[src/rtl/forward_sel_tracker.sv]
// Operand-forwarding controller: tracks destination tags of EX and MEM, registers
// the EX operand-mux selects and flags load-use hazards for the instruction in ID.
module forward_sel_tracker #(
    parameter int REG_ADDR_WIDTH = 5
) (
    input  logic                      clk,
    input  logic                      rst,
    input  logic                      id_valid,
    input  logic [REG_ADDR_WIDTH-1:0] id_rs1,
    input  logic [REG_ADDR_WIDTH-1:0] id_rs2,
    input  logic                      id_use_rs1,
    input  logic                      id_use_rs2,
    input  logic [REG_ADDR_WIDTH-1:0] id_rd,
    input  logic                      id_reg_write,
    input  logic                      id_mem_read,
    input  logic                      stall,
    input  logic                      flush,
    output logic [1:0]                ex_forward_a,
    output logic [1:0]                ex_forward_b,
    output logic                      load_use_hazard
);

    typedef enum logic [1:0] {
        FWD_RF  = 2'b00,
        FWD_MEM = 2'b01,
        FWD_WB  = 2'b10
    } fwd_sel_t;

    typedef struct packed {
        logic                      valid;
        logic [REG_ADDR_WIDTH-1:0] rd;
        logic                      reg_write;
        logic                      mem_read;
    } ex_tag_t;

    // Selects are resolved as an instruction enters EX, when its producers sit in
    // EX and MEM; by the time a producer reaches WB its consumer has already
    // captured select 10, so no WB tag is ever consulted and none is stored.
    typedef struct packed {
        logic                      valid;
        logic [REG_ADDR_WIDTH-1:0] rd;
        logic                      reg_write;
    } mem_tag_t;

    ex_tag_t  ex_tag, id_tag;
    mem_tag_t mem_tag, mem_next;
    fwd_sel_t sel_a, sel_b;
    logic     ex_live, mem_live, ex_bubble;

    assign ex_live   = ex_tag.valid  & ex_tag.reg_write  & (ex_tag.rd  != '0);
    assign mem_live  = mem_tag.valid & mem_tag.reg_write & (mem_tag.rd != '0);
    assign ex_bubble = flush | stall | ~id_valid;
    assign id_tag    = '{valid: 1'b1, rd: id_rd, reg_write: id_reg_write, mem_read: id_mem_read};

    assign load_use_hazard = id_valid & ex_live & ex_tag.mem_read &
                             ((id_use_rs1 & (ex_tag.rd == id_rs1)) |
                              (id_use_rs2 & (ex_tag.rd == id_rs2)));

    always_comb begin
        // NOTE: every always_comb output gets a default first so no path leaves it unassigned (latch).
        mem_next = '0;
        if (!flush) begin
            mem_next = '{valid: ex_tag.valid, rd: ex_tag.rd, reg_write: ex_tag.reg_write};
        end

        // The newer producer (currently in EX) takes priority over the one in MEM.
        sel_a = FWD_RF;
        if (id_use_rs1 && ex_live && ex_tag.rd == id_rs1) begin
            sel_a = FWD_MEM;
        end else if (id_use_rs1 && mem_live && mem_tag.rd == id_rs1) begin
            sel_a = FWD_WB;
        end

        sel_b = FWD_RF;
        if (id_use_rs2 && ex_live && ex_tag.rd == id_rs2) begin
            sel_b = FWD_MEM;
        end else if (id_use_rs2 && mem_live && mem_tag.rd == id_rs2) begin
            sel_b = FWD_WB;
        end
    end

    always_ff @(posedge clk) begin
        // NOTE: sequential state uses non-blocking assignments so every register samples pre-edge values.
        if (rst) begin
            // NOTE: the tags are a handful of flops, so they are cleared whole rather than valid bits only.
            ex_tag       <= '0;
            mem_tag      <= '0;
            ex_forward_a <= FWD_RF;
            ex_forward_b <= FWD_RF;
        end else begin
            mem_tag <= mem_next;
            if (ex_bubble) begin
                ex_tag       <= '0;
                ex_forward_a <= FWD_RF;
                ex_forward_b <= FWD_RF;
            end else begin
                ex_tag       <= id_tag;
                ex_forward_a <= sel_a;
                ex_forward_b <= sel_b;
            end
        end
    end

endmodule
[config.mk]
export PLATFORM = sky130hd
export DESIGN_NAME = forward_sel_tracker
export DESIGN_NICKNAME = d
export VERILOG_FILES = /design/src/rtl/forward_sel_tracker.sv
export SDC_FILE = /design/constraint.sdc
export NUM_CORES = 1
export LEC_CHECK = 0
export ABC_AREA = 1
export ABC_CLOCK_PERIOD_IN_PS = 1000
export CAP_MARGIN = 20
export CORE_ASPECT_RATIO = 1.5
export CORE_MARGIN = 10
export CORE_UTILIZATION = 41
export DETAILED_ROUTE_END_ITERATION = 8
export PLACE_DENSITY = 0.73
export SYNTH_ARGS = -nofsm -noshare
export SYNTH_HDL_FRONTEND = slang
export SYNTH_SLANG_ARGS = --single-unit
[constraint.sdc]
create_clock -name clk -period 1 [get_ports clk]
set_input_delay 0.25 -clock clk [delete_from_list [all_inputs] [get_ports clk]]
set_output_delay 0.25 -clock clk [all_outputs]
set_load 0.05 [all_outputs]
Yosys cells after proc, flatten, opt, wreduce, memory -nomap -nowiden
Cells that the tools add are included.
W data, S select, Z words.
{"block": "word_totals", "out_inout_bits": 5, "mem_bits_rw": 0, "register_bits": 19, "in_bits": 24, "n_memories": 0, "romBits": 0, "latch_bits": 0, "word_cells": 47}
{"block": "op_classes", "div": 0, "n_lt_le_gt_ge": 0, "n_mux": 5, "n_eq_ne": 4, "n_addsub": 0, "multipliers": 0, "bitwise": 13, "shift": 0, "n_reduce_logical": 14}
{"cell": "$eq A5 B5 Y1", "n": 4}
{"cell": "$reduce_bool A5 Y1", "n": 2}
{"cell": "$and A1 B1 Y1", "n": 9}
{"cell": "$logic_and A1 B1 Y1", "n": 8}
{"cell": "$mux W8", "n": 1}
{"cell": "$reduce_or A3 Y1", "n": 2}
{"cell": "$mux W2", "n": 2}
{"cell": "$reduce_or A2 Y1", "n": 2}
{"cell": "$or A1 B1 Y1", "n": 3}
{"cell": "$mux W1", "n": 2}
{"cell": "$not A1 Y1", "n": 1}

Longest topological paths before layout
{"block": "logic_depth", "ltp_word": 6, "depth_mapped": 8, "mapped_depth_nobuf": 8}

Least setup slack after synthesis
No wires, ideal clock.
{"block": "synth_timing", "path_type": "reg-to-output", "start": "reg ex_tag[4] (netlist bit)", "end": "out load_use_hazard", "path_stages_with_launch": 7, "required_time_ns": 0.750, "arrival_time_ns": 1.217, "setup_slack_ns": -0.467, "path_buffers": 0, "cell_sequence": "dfxtp_1 inv_2 nand2_1 nand2_1 nor2_2 nand3_2 a21oi_2"}
{"block": "synth_via", "elab_chain_len": 5, "elab_cells_between_ends": 10, "classes_between": "2 x eq/ne; 7 x bitwise; 1 x reduce/logical"}
{"item": "start: declaration", "line": "45", "rtl": "ex_tag_t ex_tag, id_tag;"}
{"item": "start signal: assignment", "line": "97", "rtl": "ex_tag <= id_tag;"}
{"item": "$reduce_bool A5 Y1", "line": "50", "rtl": "assign ex_live = ex_tag.valid & ex_tag.reg_write & (ex_tag.rd != '0);"}
{"item": "$and A1 B1 Y1", "line": "50"}
{"item": "$and A1 B1 Y1 (2 in series)", "line": "55", "rtl": "assign load_use_hazard = id_valid & ex_live & ex_tag.mem_read &"}
{"item": "$and A1 B1 Y1 *", "line": "55"}
{"item": "end: declaration", "line": "20", "rtl": "output logic load_use_hazard"}
Mark *: on every way between the ends. The rest lies on a longest branch, timed or not.

Worst setup path after layout
{"block": "layout_timing", "start": "in id_rs1[3]", "end": "out load_use_hazard"}
{"block": "layout_via", "elab_chain_len": 4}
{"item": "start: declaration", "line": "9", "rtl": "input logic [REG_ADDR_WIDTH-1:0] id_rs1,"}
{"item": "$eq A5 B5 Y1", "line": "56", "rtl": "((id_use_rs1 & (ex_tag.rd == id_rs1)) |"}
{"item": "$and A1 B1 Y1", "line": "56"}
{"item": "$or A1 B1 Y1", "line": "56"}
{"item": "$and A1 B1 Y1", "line": "55"}
Every way passes these cells.

==> impl_metrics.tcl <==
set metrics [dict create \
    areaGrowthSynthToFinish_pct 51.8 \
    dr_total_vias 1022 \
    avgSynthCellArea_um2 6.26 \
    fin_nets 230 \
    timing.final.max_slew_violations 0 \
    total_routed_length_um 2580 \
    timing.final.setup_violations 9 \
    sw_frac_of_total_pct 25.3 \
    hold_class "reg -> reg" \
    antenna_violating_nets_post_route 0 \
    power.combinational.fraction_pct 16.7 \
    n_antenna_cell 0 \
    number_of_antenna_violations_at_the_first_check_in_global_routing 0 \
    ys_seq_area_share_pct 38.0 \
    die_width_um 60.3 \
    crit_path_start_kind "input pin" \
    cts_max_path_buffers 2 \
    io_pins 29 \
    cell_area_after_synthesis_um2 1000 \
    timing.max_slew.rel_slack_pct 86.4 \
    path_class "in -> out" \
    synth.yosys.warnings 0 \
    timing.critical_path.to_type "output port" \
    clk_root_buffer_cell "sky130_fd_sc_hd__clkbuf_4" \
    period_needed_ps 1680 \
    switching_power_mw 0.350 \
    gr_util_all_layers_pct 11.5 \
    mapped_cells 160 \
    drt-wirelength-per-cell_um 11.3 \
    cts.clk_slew.worst_paths_ps 110 \
    crit_fanout 3 \
    ctsHtreeMaxLevel 1 \
    first_global_vias 1063 \
    remaining_drc_errors 0 \
    fin_hold_ws_ps 435 \
    report.final.hold_viol_count 0 \
    critical_path.most_common_cell "sky130_fd_sc_hd__nand2_1" \
    drtPass1Iterations 4 \
    via_per_inst 4.48 \
    fp.coreArea_um2 2290 \
    cp.required_ps 750 \
    seqPwrFrac_pct 55.4 \
    ys_dominant_reg_cell "sky130_fd_sc_hd__dfxtp_1" \
    kind_of_cell_with_the_highest_combined_delay_on_the_critical_path "buffers and inverters" \
    placer_congestion_estimate 0.907 \
    cellInternalPower_mw 1.03 \
    drt-initial-drc-count 20 \
    globalRouteOverflowTotal 0 \
    fin_skew_ps 2.55 \
    total_number_of_clock_tree_sinks 19 \
    tritoncts "built" \
    count_of_port_buffers_added_during_placement 28 \
    ys_ff_latch 19 \
    arrival_ps 1430 \
    cts_made_buffers 3 \
    max_cap_viol_count 0 \
    status "finished with violations" \
    hpwl_um 2110 \
    rows 21 \
    worst_path_max_delay_cell "sky130_fd_sc_hd__clkdlybuf4s50_1" \
    synthArstFlopShare_pct 0 \
    p_total_mw 1.38 \
    synth_edf_count 0 \
    grt_max_degree 12 \
    grt_pass1_wl_um 4440 \
    pwr-share-clk_pct 27.9 \
    yosys.cell_types.count 17 \
    grt_setup_unrepaired "true" \
    r2r_setup_slack_ps -270 \
    timing.critical_path.cells "clkdlybuf4s50_1 -> nand2_1 -> nand2_1 -> nor2_1 -> nand3_2 -> a21oi_4 -> buf_12" \
    clkLatencyLatePin_ps 300 \
    finalSetupTns_ps -1630 \
    min_period_over_period_pct 168 \
    fin_ws_ps -683 \
    critical_path.max_stage_delay_ps 460 \
    fp.dieArea_um2 4860 \
    synth.net_count 184 \
    drive_gt1_share_pct 27.8 \
    failed_checks "negative setup slack" \
    max_clock_freq_mhz 594 \
    largest_voltage_drop_on_the_vdd_net_v 0.000676 \
    max_slew.worst_pin.slew_ps 202 \
    start_util_pct 43.8 \
    num-fill-cells 210 \
    power.leakage_nw 0.769 \
    p_per_area_nw_per_um2 912 \
    crit_buf_inv 2 \
    chipHeight_um 80.5 \
]
[power by group through the flow]
stage / logic (mW) / clock network (mW) / registers (mW)
final: 0.231 / 0.386 / 0.768
after global routing: 0.256 / 0.429 / 0.769
after CTS: 0.227 / 0.398 / 0.770
after detailed placement: 0.234 / 0 / 0.787
after global placement: 0.229 / 0 / 0.787
after floorplan: 0.0955 / 0 / 0.786
[cells by family after synthesis]
kind of cell | count (synthesis) | share of synthesized area, %
compound gates | 4 | 3.13
simple gates | 97 | 42.4
xor+xnor | 3 | 2.63
buf+inv | 37 | 13.9
flops | 19 | 38.0
[state kept, by name, summed over array words and instances (netlist names)]
signal        flops
ex_forward_a      2
ex_forward_b      2
ex_tag            8
mem_tag           7
[worst register-to-register path, stage by stage (launching register included)]
cell	delay (ps)
sky130_fd_sc_hd__dfxtp_2	360
sky130_fd_sc_hd__inv_2	60
sky130_fd_sc_hd__nand2_1	60
sky130_fd_sc_hd__nand2_1	60
sky130_fd_sc_hd__nor2_2	110
sky130_fd_sc_hd__nand3_2	120
sky130_fd_sc_hd__buf_4	160
sky130_fd_sc_hd__buf_4	130
sky130_fd_sc_hd__nor2_2	80
sky130_fd_sc_hd__nor2_1	50
[layout by cell type, fill, tap and decap left out, types with 3 or more instances in the layout]
cell	instances
sky130_fd_sc_hd__nand2_1	49
sky130_fd_sc_hd__inv_1	28
sky130_fd_sc_hd__nor2_1	26
sky130_fd_sc_hd__clkdlybuf4s50_1	14
sky130_fd_sc_hd__buf_4	12
sky130_fd_sc_hd__dfxtp_1	10
sky130_fd_sc_hd__dlygate4sd2_1	9
sky130_fd_sc_hd__dfxtp_2	8
sky130_fd_sc_hd__inv_2	7
sky130_fd_sc_hd__nor2_2	6
sky130_fd_sc_hd__buf_12	5
sky130_fd_sc_hd__nand2_2	4
sky130_fd_sc_hd__nand3_1	4
sky130_fd_sc_hd__clkbuf_4	3
[synth_stat cells (2+ instances only)]
library cell	instances	area, µm²
sky130_fd_sc_hd__inv_2	8	30.0
sky130_fd_sc_hd__nand2_1	53	199
sky130_fd_sc_hd__nor3_2	2	20.0
sky130_fd_sc_hd__xor2_1	2	17.5
sky130_fd_sc_hd__inv_1	29	109
sky130_fd_sc_hd__a21boi_0	2	15.0
sky130_fd_sc_hd__nand4_1	2	12.5
sky130_fd_sc_hd__nor2_2	4	25.0
sky130_fd_sc_hd__nor2_1	28	105
sky130_fd_sc_hd__dfxtp_1	19	380
sky130_fd_sc_hd__nand3_2	2	20.0
sky130_fd_sc_hd__nand3_1	4	20.0
[what timing repair did]
action / 4_1_cts / 5_1_grt
hold buffers: 0 / 0
pin swaps: 5 / 10
endpoints found under the hold margin: 0 / 0
resized for setup: 14 / 9
setup endpoints to repair: 9 / 14
setup buffers: 3 / 1
[layer usage]
layer,GRT usage [%],routed length [µm],part of all wire [%]
met3,2.68,130,5.0
met2,21.0,1370,53
met1,11.4,1020,39
met5,0,0,0
met4,5.86,61,2.4
[per-stage QoR]
step	setup slack (ps)	cell area [µm²]	utilization [%]	instances
detailed placement	-761	1450	63.4	221
global route	-765	1520	66.4	228
CTS	-662	1500	65.4	228
floorplan	-293	1010	-	160
global placement	-760	1450	63.4	221
finish	-683	1520	66.4	228
[final timing paths]
check | start | endpoint | depth (start not counted)
setup / recovery | id_rs1[3] | load_use_hazard | 7
hold / removal | ex_tag[1] | mem_tag[0] | 2
setup reg to reg | ex_tag[2] | ex_forward_a[1] | 9
hold reg to reg | ex_tag[1] | mem_tag[0] | 2
[final cells by class]
type                       instances  area (µm²)  share of cell area, %
inverter                          37         144                   9.47
sequential                        19         394                   25.9
clock buffer                       3        22.5                   1.48
timing repair buffer              41         420                   27.7
clock inverter                     1        5.00                  0.329
tap                               23        28.8                   1.89
multi-input combinational        104         504                   33.2
Note: power is estimated with default switching activity, not from simulation.
